## config.mk

```make
export PLATFORM = sky130hd
export DESIGN_NAME = abro_input_conditioner
export DESIGN_NICKNAME = d
export VERILOG_FILES = /design/src/rtl/abro_pkg.sv /design/src/rtl/abro_debounce_ch.sv /design/src/rtl/abro_input_conditioner.sv
export SDC_FILE = /design/constraint.sdc
export NUM_CORES = 1
export LEC_CHECK = 0
export CORE_AREA = 4 4 48 50
export CTS_BUF_LIST = sky130_fd_sc_hd__clkbuf_2 sky130_fd_sc_hd__clkbuf_4 sky130_fd_sc_hd__clkbuf_8
export CTS_CLUSTER_SIZE = 28
export DETAILED_ROUTE_END_ITERATION = 8
export DIE_AREA = 0 0 52 54
export PLACE_DENSITY_LB_ADDON = 0.15
export SETUP_SLACK_MARGIN = 0.15
export SLEW_MARGIN = 20
export SYNTH_ARGS = -nofsm -noshare
export SYNTH_HDL_FRONTEND = slang
export SYNTH_HIERARCHICAL = 1
export SYNTH_SLANG_ARGS = --single-unit
export TNS_END_PERCENT = 100
```

## constraint.sdc

```tcl
create_clock -name clk -period 1.1 [get_ports clk]
set_input_delay 0.22 -clock clk [delete_from_list [all_inputs] [get_ports clk]]
set_output_delay 0.22 -clock clk [all_outputs]
set_load 0.01 [all_outputs]
```

## src/rtl/abro_pkg.sv

```systemverilog
// Shared constants for the ABRO input conditioner: the default debounce length,
// the channel index map and the debounce counter width helper.
package abro_pkg;

    localparam int DEBOUNCE_CYCLES_DEF = 4;

    localparam int NUM_CH = 3;
    localparam int CH_A   = 0;
    localparam int CH_B   = 1;
    localparam int CH_R   = 2;

    // The counter must be able to hold values 0..DEBOUNCE_CYCLES.
    function automatic int cnt_width(input int cycles);
        return $clog2(cycles + 1);
    endfunction

endpackage

```

## src/rtl/abro_debounce_ch.sv

```systemverilog
// One button channel: two-flop synchroniser, stability counter, debounced
// level and a registered one-cycle pulse on each accepted rising edge.
module abro_debounce_ch
    import abro_pkg::*;
#(
    parameter int DEBOUNCE_CYCLES = DEBOUNCE_CYCLES_DEF
) (
    input  logic clk,
    input  logic reset,
    input  logic i_raw,
    output logic o_level,
    output logic o_pulse
);

    localparam int              CW      = cnt_width(DEBOUNCE_CYCLES);
    localparam logic [CW-1:0]   LP_LAST = CW'(DEBOUNCE_CYCLES - 1);

    logic          r_sync1;
    logic          r_sync2;
    logic          r_level;
    logic          r_level_q;
    logic          r_pulse;
    logic [CW-1:0] r_cnt;

    logic          w_diff;
    logic          w_level_nxt;
    logic [CW-1:0] w_cnt_nxt;

    assign w_diff = r_sync2 ^ r_level;

    // Accepting on the cycle the count would reach DEBOUNCE_CYCLES keeps the
    // counter within 0..DEBOUNCE_CYCLES-1.
    always_comb begin
        // NOTE: every combinational output gets a default first so no path
        // leaves it unassigned, which would otherwise infer a latch.
        w_cnt_nxt   = '0;
        w_level_nxt = r_level;
        if (w_diff) begin
            if (r_cnt == LP_LAST) begin
                w_level_nxt = ~r_level;
            end else begin
                w_cnt_nxt = r_cnt + CW'(1);
            end
        end
    end

    always_ff @(posedge clk) begin
        // NOTE: sequential state uses non-blocking assignments so every flop
        // samples pre-edge values, independent of statement order.
        if (reset) begin
            r_sync1   <= 1'b0;
            r_sync2   <= 1'b0;
            r_cnt     <= '0;
            r_level   <= 1'b0;
            r_level_q <= 1'b0;
            r_pulse   <= 1'b0;
        end else begin
            r_sync1   <= i_raw;
            r_sync2   <= r_sync1;
            r_cnt     <= w_cnt_nxt;
            r_level   <= w_level_nxt;
            r_level_q <= r_level;
            r_pulse   <= r_level & ~r_level_q;
        end
    end

    assign o_level = r_level;
    assign o_pulse = r_pulse;

endmodule

```

## src/rtl/abro_input_conditioner.sv

```systemverilog
// Debounces the A, B and R buttons into clean pulses for an ABRO controller and
// tracks whether both A and B have been seen since the last restart.
module abro_input_conditioner
    import abro_pkg::*;
#(
    parameter int DEBOUNCE_CYCLES = DEBOUNCE_CYCLES_DEF
) (
    input  logic clk,
    input  logic reset,
    input  logic a_raw,
    input  logic b_raw,
    input  logic r_raw,
    output logic A,
    output logic B,
    output logic r_pulse,
    output logic ab_ready,
    output logic a_level,
    output logic b_level,
    output logic r_level
);

    logic [NUM_CH-1:0] w_raw;
    logic [NUM_CH-1:0] w_level;
    logic [NUM_CH-1:0] w_pulse;

    logic r_a_seen;
    logic r_b_seen;
    logic r_ab_ready;

    assign w_raw[CH_A] = a_raw;
    assign w_raw[CH_B] = b_raw;
    assign w_raw[CH_R] = r_raw;

    for (genvar g = 0; g < NUM_CH; g++) begin : g_ch
        abro_debounce_ch #(
            .DEBOUNCE_CYCLES (DEBOUNCE_CYCLES)
        ) u_ch (
            .clk     (clk),
            .reset   (reset),
            .i_raw   (w_raw[g]),
            .o_level (w_level[g]),
            .o_pulse (w_pulse[g])
        );
    end

    // Flags act on the edge that samples the registered pulses; a restart pulse
    // on that edge overrides any coincident A or B pulse.
    always_ff @(posedge clk) begin
        if (reset || w_pulse[CH_R]) begin
            r_a_seen   <= 1'b0;
            r_b_seen   <= 1'b0;
            r_ab_ready <= 1'b0;
        end else begin
            r_a_seen   <= r_a_seen | w_pulse[CH_A];
            r_b_seen   <= r_b_seen | w_pulse[CH_B];
            r_ab_ready <= (r_a_seen | w_pulse[CH_A]) & (r_b_seen | w_pulse[CH_B]);
        end
    end

    assign A        = w_pulse[CH_A];
    assign B        = w_pulse[CH_B];
    assign r_pulse  = w_pulse[CH_R];
    assign ab_ready = r_ab_ready;
    assign a_level  = w_level[CH_A];
    assign b_level  = w_level[CH_B];
    assign r_level  = w_level[CH_R];

endmodule

```

Word level (Yosys, flattened, before mapping)
Index checks and enable logic that the tools add are counted.
- memories: 0
- memory bits (writable): 0
- input bits: 5
- ROM bits: 0
- word-level logic and storage cells: 52
- register bits after elaboration: 27
- bits in latches: 0
- reduce and logical (&&, ||, !) cells: 7
- $lt $le $gt $ge: 0
- $add $sub $neg: 3
- multiplexer cells: 0
- bitwise logic cells: 18
- shift operators: 0
- equality and inequality tests: 3
- multiply operators: 0
- div/mod/pow operators: 0
- operators by type and width (kind ; count):
    3-bit by 1-bit adder with 3-bit output, second input constant ; 3
    3-bit by 2-bit equality test with 1-bit output, second input constant ; 3
    1-bit NOT ; 9
    3-bit OR reduction ; 3
    2-bit AND reduction ; 3
    1-bit AND ; 4
    1-bit bitwise XOR ; 3
    1-bit bitwise OR ; 2
    1-bit logical OR ; 1

Depth between registers and ports, before layout
Gate-level depths: netlist of run 1.
- depth after elaboration: 3
- mapped depth: 4
- depth with buffers taken out: 4

Cells and area by module
Netlist of run 1, hierarchy kept.
- modules (own cells, without submodules) (module ; instances ; cells an instance ; area each (µm²)):
    abro_debounce_ch ; 3 ; 21 ; 266.5
    abro_input_conditioner ; 1 ; 8 ; 90.1

Worst setup path after synthesis of run 1
OpenSTA, ideal clock, no wires.
- kind: reg-to-reg
- start: reg g_ch[0].u_ch.r_cnt[0]
- end: reg g_ch[0].u_ch.r_cnt[2]
- required time: 1.008 ns
- cell stages (with the launch flop): 4
- setup time: 0.092 ns
- clock period less this slack: 1.053 ns
- arrival time: 0.961 ns
- path slack: 0.047 ns
- cell sequence: dfxtp_1 ha_1 ha_1 nor4_1
- longest elaborated chain between the ends: 2
- RTL lines (what ; RTL line ; source):
    from (decl) ; abro_debounce_ch.sv:23 ; logic [CW-1:0] r_cnt;
    from (signal assigned) ; abro_debounce_ch.sv:60 ; r_cnt <= w_cnt_nxt;
    branches (longest 2 deep; another with 3-bit by 1-bit adder with 3-bit output) ; -- ;
Several ways; the timed one is not identified.
A chain may end at the register's enable or synchronous reset.

Final worst setup path of run 1
- start: reg g_ch[0].u_ch.r_cnt[1]
- end: reg g_ch[0].u_ch.r_level
- longest elaborated chain between the ends: 2
- RTL lines (what ; RTL line ; source):
    3-bit by 2-bit equality test with 1-bit output ; abro_debounce_ch.sv:39 ; if (r_cnt == LP_LAST) begin
    2-bit AND reduction (no line) ; -- ;
    to (signal assigned) ; abro_debounce_ch.sv:61 ; r_level <= w_level_nxt;
    to (decl) ; abro_debounce_ch.sv:20 ; logic r_level;
No other way between the ends.

==> results of run 1 <==
-- layer usage --
layer,vias to the layer above,track usage
li1,287,-
met4,0,0.0786
met2,6,0.184
met1,268,0.145
met3,2,0.0249
met5,-,0
-- layout by cell type, fill, tap and decap left out --
master,synthesis,final
buf_12,0,1
buf_4,0,7
buf_6,0,7
clkbuf_4,0,4
clkdlybuf4s50_1,0,4
dfxtp_1,27,14
dfxtp_2,0,13
ha_4,0,6
inv_1,3,3
mux2i_1,3,3
nor2_1,5,5
nor2b_1,9,9
nor2b_2,3,3
nor3_1,2,2
nor4_2,1,6
nor4_4,0,1
nor4b_2,3,3
xnor2_2,0,3
-- flip-flops by register name (all words and copies together), names as in the netlist --
register,flops
g_ch.u_ch/r_sync2,3
r_b_seen,1
r_a_seen,1
g_ch.u_ch/o_level,3
g_ch.u_ch/r_sync1,3
g_ch.u_ch/r_cnt,9
g_ch.u_ch/o_pulse,3
ab_ready,1
g_ch.u_ch/r_level_q,3
-- logic make-up (layout without fill, tap and decap cells) --
family | after synthesis | count (layout) | synth area share
and+or+nand+nor | 29 | 29 | 0.232
adders and majority gates | 6 | 6 | 0.0844
xor gates and xnor gates | 3 | 3 | 0.0295
buffers and inverters | 3 | 26 | 0.0127
muxes | 3 | 3 | 0.0338
DFF | 27 | 27 | 0.608
-- where the power goes --
part	leakage [nW]	total, mW	switching [mW]	internal [mW]
sequential	0.226	1.00	0.00825	0.992
combinational	0.217	0.0699	0.0311	0.0387
clock	0.0184	0.431	0.265	0.166
-- final timing paths --
path | start | to | slack [ns] | depth (start not counted)
worst max-delay path | g_ch[0].u_ch/r_cnt[1] | g_ch[0].u_ch/o_level | 0.07 | 4
worst min register to register | g_ch[0].u_ch/r_level_q | g_ch[0].u_ch/o_pulse | 0.39 | 1
worst min-delay path | g_ch[0].u_ch/r_level_q | g_ch[0].u_ch/o_pulse | 0.39 | 1
worst max register to register | g_ch[0].u_ch/r_cnt[1] | g_ch[0].u_ch/o_level | 0.07 | 4
-- timing repair --
action | in CTS | in global routing
setup buffers | 1 | 2
endpoints found under the hold margin | 0 | 0
setup endpoints to repair | 19 | 19
gates resized for setup | 42 | 10
gates cloned | 0 | 0
pin swaps | 4 | 1
-- through the flow --
step / TNS (ns) / utilization / power (mW) / worst slack, ns / instances
2_1_floorplan: 0 / - / 1.04 / 0.148 / 71
3_3_place_gp: -0.885 / 0.613 / 1.08 / -0.0941 / 114
3_5_place_dp: -1.15 / 0.613 / 1.08 / -0.112 / 114
4_1_cts: 0 / 0.642 / 1.51 / 0.0665 / 119
5_1_grt: 0 / 0.686 / 1.57 / 0.00648 / 121
6_report: 0 / 0.686 / 1.50 / 0.0656 / 121
-- cell type report --
type / count / area [sq um]
Fill cell: 155 / 597
Multi-Input combinational cell: 41 / 482
Timing Repair Buffer: 19 / 191
Sequential cell: 27 / 557
Inverter: 3 / 11.3
Clock buffer: 4 / 30.0
Tap cell: 27 / 33.8
==> impl_metrics.ini, run 1 <==
[place]
gp_congestion = 0.622
placed_area_sq_um = 1170
dpl.hpwl_um = 947
portBuffers = 11

[route]
drt_iter0_markers = 5
top_layer = met4
post_drt_wl_per_cell_um = 11.2
drt-pass1-iter-count = 4
m1WireLength_um = 628
drt_wl_total_mm = 1.36
drtAntennaViolNets = 0
wl_met3_um = 35
vias_per_cell = 4.65
dr_wl_met2_um = 676
drcViolationCount = 0
vias = 563

[logic_synthesis]
synth_top_area_cell = dfxtp_1
synth_fp_nets = 82
synth_area_leaders = dfxtp_1 61%, ha_1 8.4%, nor2b_1 6.3%, nor4b_2 5.1%, nor4_1 4.2%
ys_seq_area_frac = 0.608
avgSynthCellArea_sq_um = 12.5
synthTopCellsByCount = 27 x dfxtp_1, 9 x nor2b_1, 6 x ha_1, 6 x nor4_1, 5 x nor2_1
syn_inst = 71
synth_top_area_frac = 0.608
yosysUniqueCellTypes = 12
synth_edf_count = 0
synth_warnings = 6
synth_most_common_cell = dfxtp_1
syn_area_sq_um = 890
async_flop_share = 0
ys_seq_elements = 27
synth_flop_cell = dfxtp_1

[clock_network]
clk_latency_ns = 0.31
cts_tree = yes
hold_buffers = 0
numClockSinks = 27
path_clk_slew_ns = 0.13
cts_made_buffers = 3
htree_levels = 1
root_buffer = clkbuf_4
clock_path_buffers = 2

[setup_path]
end_kind = flop
path_max_fanout = 4
crit_slowest_cell = dfxtp_2
crit_path_max_incr_delay_ns = 0.37
path_buf_inv = 0
path_common_cell = ha_4
critical_path.cell_chain = ha_4 -> ha_4 -> mux2i_1 -> nor2_1
critPathLaunchType = flop
cp.arrival_ns = 1.25
cp_top_family = flip-flops
worstSetupPathType = flop to flop
required_ns = 1.31

[run_status]
status = complete, no violations

[finish]
drive_gt1_frac = 0.574
final_cell_area_sq_um = 1310
final_nets = 106
diodes = 0
syn_to_final_growth_pct = 46.7

[sta]
fmax_ghz = 0.967
tightest_slew_ns = 0.302
rsz0062_at_grt = true
finalSetupViolations = 0
holdWs_ns = 0.393
fin_skew_ns = 0.00600
period_share = 0.940
layout_min_cycle_time_ns = 1.03
slew_headroom = 0.797
finalHoldViolations = 0
finalMaxSlewViolations = 0

[grt]
grt_max_degree = 25
grt_pass1_vias = 551
grt_overflow = 0
antenna_found_initial = 0
grt_pass1_wl_mm = 2.39
grt_usage = 0.118

[floorplanning]
die_y_um = 54
rows = 16
start_util = 0.468
core_sq_um = 1900
die_width_um = 52
ioPinCount = 12
dieArea_sq_um = 2810

[power]
power.density_nw_per_um2 = 1150
leakage_nw = 0.460
ir_drop_mv = 0.955

[min_path]
holdCritPathClass = flop to flop

[run]
drv_cap = 0
(Power assumes the default switching activity.)
==> run 2, diff against run 1 <==
--- a/config.mk
+++ b/config.mk
@@ -5,11 +5,11 @@
 export SDC_FILE = /design/constraint.sdc
 export NUM_CORES = 1
 export LEC_CHECK = 0
-export CORE_AREA = 4 4 48 50
+export CORE_AREA = 2 2 46 48
 export CTS_BUF_LIST = sky130_fd_sc_hd__clkbuf_2 sky130_fd_sc_hd__clkbuf_4 sky130_fd_sc_hd__clkbuf_8
 export CTS_CLUSTER_SIZE = 28
 export DETAILED_ROUTE_END_ITERATION = 8
-export DIE_AREA = 0 0 52 54
+export DIE_AREA = 0 0 48 50
 export PLACE_DENSITY_LB_ADDON = 0.15
 export SETUP_SLACK_MARGIN = 0.15
 export SLEW_MARGIN = 20
==> run 2 against run 1 <==
  * Global-route usage grew 2.0 points
  * Power shrank 1.5%
  * Sequential share of layout area shrank 0.30 points
  * Cell area grew 0.48%
  * Critical endpoint is now g_ch[1].u_ch/r_cnt[1]
  * Largest cell class unchanged
  * Highest routed layer unchanged
==> impl_metrics.ini, run 2 (synthesis results as in run 1) <==
[grt]
grt_usage = 0.137
grt_overflow = 0
grt_max_degree = 25
grt_pass1_vias = 580
grt_pass1_wl_mm = 2.35
antenna_found_initial = 0

[sta]
finalMaxSlewViolations = 0
fin_skew_ns = 0.00327
finalHoldViolations = 0
layout_min_cycle_time_ns = 1.03
slew_headroom = 0.827
finalSetupViolations = 0
period_share = 0.932
holdWs_ns = 0.388
rsz0062_at_grt = true
tightest_slew_ns = 0.258
fmax_ghz = 0.975

[route]
post_drt_wl_per_cell_um = 10.3
vias_per_cell = 4.57
drtAntennaViolNets = 0
vias = 553
drt_iter0_markers = 1
drcViolationCount = 0
drt_wl_total_mm = 1.24
drt-pass1-iter-count = 2

[setup_path]
cp_top_family = flip-flops
cp.arrival_ns = 1.27
crit_slowest_cell = dfxtp_2
path_max_fanout = 4
critPathLaunchType = flop
end_kind = flop
worstSetupPathType = flop to flop
critical_path.cell_chain = ha_4 -> ha_4 -> nor4b_2
path_buf_inv = 0
required_ns = 1.34
crit_path_max_incr_delay_ns = 0.36
path_common_cell = ha_4

[floorplanning]
dieArea_sq_um = 2400
die_width_um = 48
die_y_um = 50
core_sq_um = 1900
start_util = 0.468
rows = 16
ioPinCount = 12

[finish]
fillers = 152
drive_gt1_frac = 0.543
multi_input_area_sq_um = 498
final_cell_mix = 15 x dfxtp_1, 12 x dfxtp_2, 9 x nor2b_1
final_nets = 106
final-instance-count-excl-fill = 121
layout_commonest_cell = dfxtp_1
regMostFlops = g_ch.u_ch/r_cnt
syn_to_final_growth_pct = 47.4
regArea_sq_um = 556
diodes = 0
largest_reg_flops = 9

[place]
gp_congestion = 0.700
dpl.hpwl_um = 864
portBuffers = 11
dp_cells = 114

[clock_network]
cts_tree = yes
cts_made_buffers = 3
clk_latency_ns = 0.32
clock_path_buffers = 2
htree_levels = 1
hold_buffers = 0
numClockSinks = 27
root_buffer = clkbuf_4
path_clk_slew_ns = 0.14

[power]
leakage_nw = 0.459
power_mw = 1.48
ir_drop_mv = 0.878
power.density_nw_per_um2 = 1130

[min_path]
holdCritPathClass = flop to flop

[run_status]
status = complete, no violations

[run]
drv_cap = 0
[run 2: layer usage]
| layer | global-route usage | wire (um) |
|---|---|---|
| met4 | 0.0811 | 40 |
| met3 | 0.0220 | 46 |
| met5 | 0 | 0 |
| met2 | 0.193 | 550 |
| met1 | 0.192 | 607 |
[run 2: through the flow]
stage          worst slack, ns   util  instance area [sq um]  setup TNS (ns)
3_5_place_dp            -0.138  0.613                   1170           -1.30
4_1_cts                 0.0776  0.667                   1270               0
2_1_floorplan            0.148      -                    972               0
6_report                0.0746  0.689                   1310               0
5_1_grt                 0.0272  0.689                   1310               0
3_3_place_gp           -0.0981  0.613                   1170          -0.910
[run 2: where the power goes]
part           internal [mW]  leakage, nW  switching, mW  total (mW)
combinational         0.0382        0.216         0.0308      0.0690
sequential             0.992        0.225        0.00901        1.00
clock                  0.136       0.0177          0.272       0.408
[run 2: area by class of cell]
cell class                      instances  area share
Clock buffer                            3      0.0172
Sequential cell                        27       0.424
Multi-Input combinational cell         41       0.380
Timing Repair Buffer                   19       0.141
Inverter                                3     0.00859
Clock inverter                          1     0.00382
Tap cell                               27      0.0258
[run 2: final timing paths]
path | startpoint | to | slack (ns) | cells after the start
min reg2reg | g_ch[0].u_ch/r_level_q | g_ch[0].u_ch/o_pulse | 0.39 | 1
max reg2reg | g_ch[1].u_ch/r_cnt[0] | g_ch[1].u_ch/r_cnt[1] | 0.07 | 3
min | g_ch[0].u_ch/r_level_q | g_ch[0].u_ch/o_pulse | 0.39 | 1
max | g_ch[1].u_ch/r_cnt[0] | g_ch[1].u_ch/r_cnt[1] | 0.07 | 3
[run 2: what timing repair did]
action,4_1_cts,5_1_grt
gates resized for setup,46,5
endpoints found under the setup margin,19,19
buffers inserted,3,0
cloned,0,0
pin swaps,5,4
